## config.mk

```make
export PLATFORM = sky130hd
export DESIGN_NAME = button_debounce_flat
export DESIGN_NICKNAME = d
export VERILOG_FILES = /design/src/rtl/button_debounce_if.sv /design/src/rtl/button_debounce.sv /design/src/flat_wrapper.sv
export SDC_FILE = /design/constraint.sdc
export NUM_CORES = 1
export LEC_CHECK = 0
export ABC_AREA = 1
export BUFFER_PORTS_ARGS = -buffer_cell sky130_fd_sc_hd__buf_2
export CAP_MARGIN = 20
export CORE_UTILIZATION = 35
export CTS_CLUSTER_SIZE = 14
export DETAILED_ROUTE_END_ITERATION = 10
export PLACE_DENSITY_LB_ADDON = 0.1
export SYNTH_ARGS = -nofsm -noshare
export SYNTH_HDL_FRONTEND = slang
export SYNTH_SLANG_ARGS = --single-unit
export TNS_END_PERCENT = 30
```

## constraint.sdc

```tcl
create_clock -name clk -period 4.81 [get_ports clk]
set_input_delay 0.962 -clock clk [delete_from_list [all_inputs] [get_ports clk]]
set_output_delay 0.962 -clock clk [all_outputs]
set_load 0.02 [all_outputs]
```

## src/rtl/button_debounce_if.sv

```systemverilog
// Button debounce port bundle: raw pin in, clean level and press-class pulses out.
// Latency: none (wires only).
// Backpressure: none; all signals are levels or single-cycle pulses.
//
// Ports:
//   btn_raw     - asynchronous, bouncing push-button pin (polarity set by the block)
//   btn_n       - debounced level, 0 = pressed
//   short_press - one-cycle pulse on debounced release of a short press
//   long_press  - one-cycle pulse when a debounced hold reaches the long threshold
interface button_debounce_if;
   logic btn_raw;
   logic btn_n;
   logic short_press;
   logic long_press;

   // Driver of the raw pin / consumer of the classified outputs.
   modport master (
      output btn_raw,
      input  btn_n,
      input  short_press,
      input  long_press
   );

   // The debouncer itself.
   modport slave (
      input  btn_raw,
      output btn_n,
      output short_press,
      output long_press
   );
endinterface

```

## src/rtl/button_debounce.sv

```systemverilog
// Debounces a raw push-button and classifies each press as short or long.
// Latency: btn_n follows a stable input after DEBOUNCE_CYCLES+2 edges; all outputs registered.
// Backpressure: none; pulses are fire-and-forget single cycles.
//
// Ports:
//   clk    - system clock, rising edge
//   reset  - synchronous, active-high, highest priority
//   btn_if - slave modport: btn_raw in; btn_n, short_press, long_press out
module button_debounce #(
   parameter int DEBOUNCE_CYCLES   = 200000,
   parameter int LONG_PRESS_CYCLES = 15000000,
   parameter bit ACTIVE_LOW        = 1'b1
) (
   input  logic               clk,
   input  logic               reset,
   button_debounce_if.slave   btn_if
);

   localparam int DEB_W  = (DEBOUNCE_CYCLES   > 2) ? $clog2(DEBOUNCE_CYCLES)   : 1;
   localparam int HOLD_W = (LONG_PRESS_CYCLES > 2) ? $clog2(LONG_PRESS_CYCLES) : 1;

   localparam logic [DEB_W-1:0]  DEB_LAST  = DEB_W'(DEBOUNCE_CYCLES - 1);
   localparam logic [HOLD_W-1:0] HOLD_LAST = HOLD_W'(LONG_PRESS_CYCLES - 1);

   // Raw pin level that means "not pressed"; synchronizer resets to it so a
   // reset never manufactures a press.
   localparam logic RELEASED_LVL = ACTIVE_LOW;

   typedef enum logic [1:0] {
      ST_IDLE,
      ST_DEB_PRESS,
      ST_HELD,
      ST_DEB_RELEASE
   } state_t;

   state_t            state_q,       state_d;
   logic              sync1_q,       sync1_d;
   logic              sync2_q,       sync2_d;
   logic [DEB_W-1:0]  deb_cnt_q,     deb_cnt_d;
   logic [HOLD_W-1:0] hold_cnt_q,    hold_cnt_d;
   logic              long_done_q,   long_done_d;
   logic              btn_n_q,       btn_n_d;
   logic              short_press_q, short_press_d;
   logic              long_press_q,  long_press_d;

   logic              pressed;

   // FSM only ever looks at the second synchronizer stage.
   assign pressed = (sync2_q != RELEASED_LVL);

   always_comb begin
      sync1_d       = btn_if.btn_raw;
      sync2_d       = sync1_q;
      state_d       = state_q;
      deb_cnt_d     = deb_cnt_q;
      hold_cnt_d    = hold_cnt_q;
      long_done_d   = long_done_q;
      btn_n_d       = btn_n_q;
      short_press_d = 1'b0;
      long_press_d  = 1'b0;

      case (state_q)
         ST_IDLE: begin
            btn_n_d = 1'b1;
            if (pressed) begin
               state_d     = ST_DEB_PRESS;
               deb_cnt_d   = '0;
               long_done_d = 1'b0;
            end
         end

         ST_DEB_PRESS: begin
            if (!pressed) begin
               state_d = ST_IDLE;
            end else if (deb_cnt_q == DEB_LAST) begin
               state_d    = ST_HELD;
               btn_n_d    = 1'b0;
               hold_cnt_d = '0;
            end else begin
               deb_cnt_d = deb_cnt_q + DEB_W'(1);
            end
         end

         ST_HELD: begin
            if (!pressed) begin
               state_d   = ST_DEB_RELEASE;
               deb_cnt_d = '0;
            end else if (hold_cnt_q == HOLD_LAST) begin
               // Counter sits at its last value for the rest of the hold, so
               // long_done keeps the pulse to exactly one per press.
               if (!long_done_q) begin
                  long_press_d = 1'b1;
                  long_done_d  = 1'b1;
               end
            end else begin
               hold_cnt_d = hold_cnt_q + HOLD_W'(1);
            end
         end

         ST_DEB_RELEASE: begin
            // hold_cnt is left untouched here so a rejected release bounce
            // only delays the long-press threshold.
            if (pressed) begin
               state_d = ST_HELD;
            end else if (deb_cnt_q == DEB_LAST) begin
               state_d       = ST_IDLE;
               btn_n_d       = 1'b1;
               short_press_d = !long_done_q;
            end else begin
               deb_cnt_d = deb_cnt_q + DEB_W'(1);
            end
         end

         default: begin
            state_d = ST_IDLE;
         end
      endcase
   end

   always_ff @(posedge clk) begin
      if (reset) begin
         sync1_q       <= RELEASED_LVL;
         sync2_q       <= RELEASED_LVL;
         state_q       <= ST_IDLE;
         deb_cnt_q     <= '0;
         hold_cnt_q    <= '0;
         long_done_q   <= 1'b0;
         btn_n_q       <= 1'b1;
         short_press_q <= 1'b0;
         long_press_q  <= 1'b0;
      end else begin
         sync1_q       <= sync1_d;
         sync2_q       <= sync2_d;
         state_q       <= state_d;
         deb_cnt_q     <= deb_cnt_d;
         hold_cnt_q    <= hold_cnt_d;
         long_done_q   <= long_done_d;
         btn_n_q       <= btn_n_d;
         short_press_q <= short_press_d;
         long_press_q  <= long_press_d;
      end
   end

   assign btn_if.btn_n       = btn_n_q;
   assign btn_if.short_press = short_press_q;
   assign btn_if.long_press  = long_press_q;

endmodule

```

## src/flat_wrapper.sv

```systemverilog
// flat-port wrapper written by rule: the top's interface ports become plain ports
module button_debounce_flat 
#(
   parameter int DEBOUNCE_CYCLES   = 200000,
   parameter int LONG_PRESS_CYCLES = 15000000,
   parameter bit ACTIVE_LOW        = 1'b1
)
  (clk, reset, btn_if_btn_raw, btn_if_btn_n, btn_if_short_press, btn_if_long_press);
  button_debounce_if btn_if_i ();
  input  logic clk;
  input  logic reset;
  input wire logic [$bits(btn_if_i.btn_raw)-1:0] btn_if_btn_raw;
  output wire logic [$bits(btn_if_i.btn_n)-1:0] btn_if_btn_n;
  output wire logic [$bits(btn_if_i.short_press)-1:0] btn_if_short_press;
  output wire logic [$bits(btn_if_i.long_press)-1:0] btn_if_long_press;
  assign btn_if_i.btn_raw = btn_if_btn_raw;
  assign btn_if_btn_n = btn_if_i.btn_n;
  assign btn_if_short_press = btn_if_i.short_press;
  assign btn_if_long_press = btn_if_i.long_press;
  button_debounce #(.DEBOUNCE_CYCLES(DEBOUNCE_CYCLES), .LONG_PRESS_CYCLES(LONG_PRESS_CYCLES), .ACTIVE_LOW(ACTIVE_LOW)) u_core (.clk(clk), .reset(reset), .btn_if(btn_if_i));
endmodule
```

# Yosys cells after proc, flatten, opt, wreduce, memory -nomap -nowiden
# Index checks and enable logic that the tools add are counted.
# op_classes
reduce_logical	12
add_sub_neg	2
eq_ne	16
bitwise	5
mux	28
# op_table
op	n
2-to-1 mux 24 bit	4
2-to-1 mux 18 bit	5
one-hot mux 18 bit (4 select lines)	1
one-hot mux 24 bit (2 select lines)	1
adder 24 x 1 -> 24 bit (second input constant)	1
equality test 24 bit (second input constant)	1
adder 18 x 1 -> 18 bit (second input constant)	1
equality test 18 bit (second input constant)	1
2-to-1 mux 2 bit	6
AND reduction 4 bit	3
inequality test 2 x 1 -> 1 bit (second input constant)	5
AND reduction 5 bit	2
2-to-1 mux 1 bit	8
inequality test 2 bit (second input constant)	4
one-hot mux 2 bit (4 select lines)	1
OR reduction 4 bit	2
NOT 1 bit	5
equality test 2 bit (second input constant)	2
nonzero test 2 bit	2
inequality test 3 x 1 -> 1 bit (second input constant)	1
inequality test 3 bit (second input constant)	1
one-hot mux 1 bit (3 select lines)	1
nonzero test 3 bit	1
equality test 2 x 1 -> 1 bit (second input constant)	1
3 further kinds	3
# word_totals
in_bits	3
out_inout_bits	3
word_cells	72
register_bits	50

# Logic depth before layout (Yosys ltp)
# depth
depth_word	4
depth_mapped	12

# Worst setup path after synthesis
# No wires, ideal clock.
# synth_timing
path_kind	register to register
startpoint	register (tool-made name)
endpoint	register u_core.deb_cnt_q[12]
required_time_ns	4.694
path_slack_ns	3.000
arrival_ns	1.695
path_stages_with_launch	12
n_path_buf	1
setup_time_ns	0.116
cell_sequence	dfxtp_1 inv_1 ha_1 nor2_1 inv_1 nand3_1 nand2_1 inv_2 buf_2 nand3_1 o21ai_0 nor2_1
# synth_lines
element	line	rtl
end signal: assignment	button_debounce.sv:135	deb_cnt_q <= deb_cnt_d;
end: declaration	button_debounce.sv:39	logic [DEB_W-1:0] deb_cnt_q, deb_cnt_d;

# Worst setup path after layout
# layout_timing
startpoint	register u_core.state_q[0]
endpoint	register u_core.deb_cnt_q[17]
# layout_between
elab_chain_cells	3
word_cells_on_any_way	10
# layout_lines
element	line	rtl
start: declaration	button_debounce.sv:36	state_t state_q, state_d;
start signal: assignment	button_debounce.sv:134	state_q <= state_d;
equality test 2 bit, or another cell as far along	button_debounce.sv:62	case (state_q)
inequality test 2 x 1 -> 1 bit (no source line) / inequality test 2 bit (equally long branches)	n/a	
AND reduction 4 bit (no source line)	n/a	
# Parallel ways exist; a longest one is shown, timed or not.
# A chain may end at the register's enable or synchronous reset.

==> results.json <==
{
  "p_sw_share_pct": 35.1,
  "max_slew_margin_pct": 51.3,
  "start_util_pct": 37.0,
  "critical_path_class": "flip-flop to flip-flop",
  "hold_viol": 0,
  "nets": 510,
  "synth_top_flop_cell": "dfxtp_1",
  "leakagePower_nw": 1.08,
  "wire_per_inst_um": 12.4,
  "ys_types": 32,
  "synth.ff_latch_count": 50,
  "min_period_ns": 2.86,
  "cts_made_buffers": 5,
  "ir_worst_vdd_v": 0.000184,
  "p_int_mw": 0.584,
  "synthArstFlopShare_pct": 0,
  "rsz0062_at_grt": "no",
  "final_util_pct": 39.0,
  "route.detailed.drc": 0,
  "synth_most_common_cell": "nand2_1",
  "finalWeightedCongestion": 0.855,
  "top_layer_used": "met4",
  "firstDrtPassIters": 4,
  "hold_ws_ns": 0.441,
  "min_from": "u_core.sync1_q$_SDFF_PP1_",
  "place_hpwl_um": 5630,
  "tns_ns": 0,
  "die_area_um2": 9230,
  "power.density_nw_per_um2": 275,
  "yosys_warnings": 0,
  "grtUsageTotal_pct": 17.8,
  "worst_r2r_startpoint": "u_core.state_q[0]$_SDFFE_PP0P_",
  "power_mw": 0.900,
  "switchingPower_mw": 0.316,
  "coreArea_um2": 8380,
  "io_pins": 6,
  "synth_common_cells": "nand2_1, nor2_1, dfxtp_1, inv_1, a21oi_1",
  "cts_root_buffer": "clkbuf_8",
  "drv_slew": 0,
  "skew_ns": 0.0101,
  "synth_edf_count": 0,
  "worstPathRequired_ns": 5.00,
  "clkTransAtPathRegs_ns": 0.10,
  "insertion_delay_ns": 0.30,
  "seqPwrFrac_pct": 47.6,
  "pwr-share-comb_pct": 22.3,
  "netlist_instances": 501,
  "drv_cap": 0,
  "cts_sinks": 50,
  "synth_nets": 511,
  "finalCritPeriodShare_pct": 59.4,
  "crit_path_end_kind": "flip-flop",
  "cp-start-kind": "flip-flop",
  "vias": 3019,
  "grt-ovfl-total": 0,
  "setup_viol": 0,
  "cts_max_level": 2,
  "synth_seq_area_share_pct": 32.3,
  "outcome": "completed",
  "cts_tree": "built",
  "crit_fanout": 26,
  "seqCellArea_um2": 1000,
  "fillers": 939,
  "wl_met3_um": 235,
  "drt_iter0_drc": 121,
  "syn_to_final_growth_pct": 5.57,
  "routed_wirelength_um": 7530,
  "grt_max_degree": 37,
  "syn_area_per_cell_um2": 6.18,
  "arrival_ns": 3.05,
  "synth.top_cell.area_share_pct": 32.3,
  "grt_pass1_wl_um": 12800,
  "die_x_um": 96.1,
  "antenna_cells": 0,
  "antenna_found_initial": 0,
  "wl_met1_um": 3700,
  "route.antenna.remaining_nets": 0,
  "synth_largest_area_cell": "dfxtp_1",
  "grt_pass1_vias": 2630,
  "portBuffers": 5,
  "hold_path_class": "flip-flop to flip-flop",
  "clockPowerShare_pct": 30.0,
  "die_y_um": 96.1,
  "cts_setup_buffers": 0,
  "fmax_mhz": 350,
  "worstMarginPinSlew_ns": 0.726,
  "syn_area_um2": 3100,
  "ys_top_cells_by_area": "dfxtp_1, nand2_1, nor2_1, a21oi_1, inv_1",
  "viasPerCell": 4.98,
  "routed-wl-met2_um": 3490,
  "fp-row-count": 33,
  "drive_gt1_share_pct": 5.79,
  "cts_buffer_depth": 2,
  "ctsResizeCount": 0,
  "multiInputGateArea_um2": 1850,
  "critPathLaunch": "u_core.state_q[0]$_SDFFE_PP0P_",
  "postCtsHoldBufs": 0
}
-- metrics by stage --
step                      cells  area (um2)  worst slack [ns]
after floorplan             501        3100              3.00
after global placement      598        3170              2.03
after detailed placement    598        3170              1.95
after CTS                   606        3270              1.92
after global routing        606        3270              1.65
final                       606        3270              1.95
-- cells in the final DEF (no fill, tap or decap), types with 9 or more instances in the layout --
| master | instances |
|---|---|
| nor2_1 | 87 |
| nand2_1 | 164 |
| xor2_1 | 15 |
| inv_1 | 40 |
| nand4_1 | 13 |
| a21oi_1 | 36 |
| dfxtp_1 | 50 |
| nand3_1 | 30 |
| o21ai_0 | 9 |
-- critical path, cell delays in order (launching register included) --
cell and delay, ns:
dfxtp_1 0.37, inv_1 0.13, ha_1 0.27, clkinv_1 0.62
o21ai_1 0.40, nor2_1 0.08, nand2_1 0.34, inv_2 0.21
nand2_1 0.13, xor2_1 0.14, nor2_1 0.05
-- power by group through the flow --
| stage | sequential, mW | clock (mW) | combinational [mW] |
|---|---|---|---|
| floorplan | 0.438 | 0 | 0.182 |
| global placement | 0.438 | 0 | 0.206 |
| detailed placement | 0.438 | 0 | 0.205 |
| CTS | 0.429 | 0.279 | 0.206 |
| global route | 0.431 | 0.300 | 0.229 |
| finish | 0.429 | 0.270 | 0.201 |
-- sequential cells by signal, indices dropped and copies added, names as in the netlist, named ones only --
register	cells
u_core.deb_cnt_q	18
u_core.btn_if.btn_n	1
u_core.hold_cnt_q	24
u_core.long_done_q	1
u_core.btn_if.long_press	1
u_core.state_q	1
u_core.btn_if.short_press	1
u_core.sync1_q	1
u_core.sync2_q	1
-- logic make-up after synthesis --
group / synth area share (%)
compound gates: 8.40
xor+xnor: 4.81
buf+inv: 7.88
fa+ha+maj: 2.83
simple gates: 43.8
flops: 32.3
-- layer usage --
metal	vias up	track usage, %
met1	1375	23.6
met3	11	2.61
li1	1588	-
met4	0	4.35
met2	45	30.1
met5	-	0
-- cell type report --
cell class              count  area share [%]
repair buffers              5           0.765
clock buffers               6            2.52
well taps                 105            4.02
multi-input cells         395            56.7
flip-flops and latches     50            30.6
inverters                  43            4.93
clock inverters             2           0.497
-- final timing paths --
kind | depth (start not counted) | endpoint | slack, ns
max | 10 | u_core.deb_cnt_q[17]$_SDFFE_PP0P_ | 1.95
min | 1 | u_core.sync2_q$_SDFF_PP1_ | 0.44
max reg2reg | 10 | u_core.deb_cnt_q[17]$_SDFFE_PP0P_ | 1.95
min reg2reg | 1 | u_core.sync2_q$_SDFF_PP1_ | 0.44
Power figures use the tool's default switching activity.
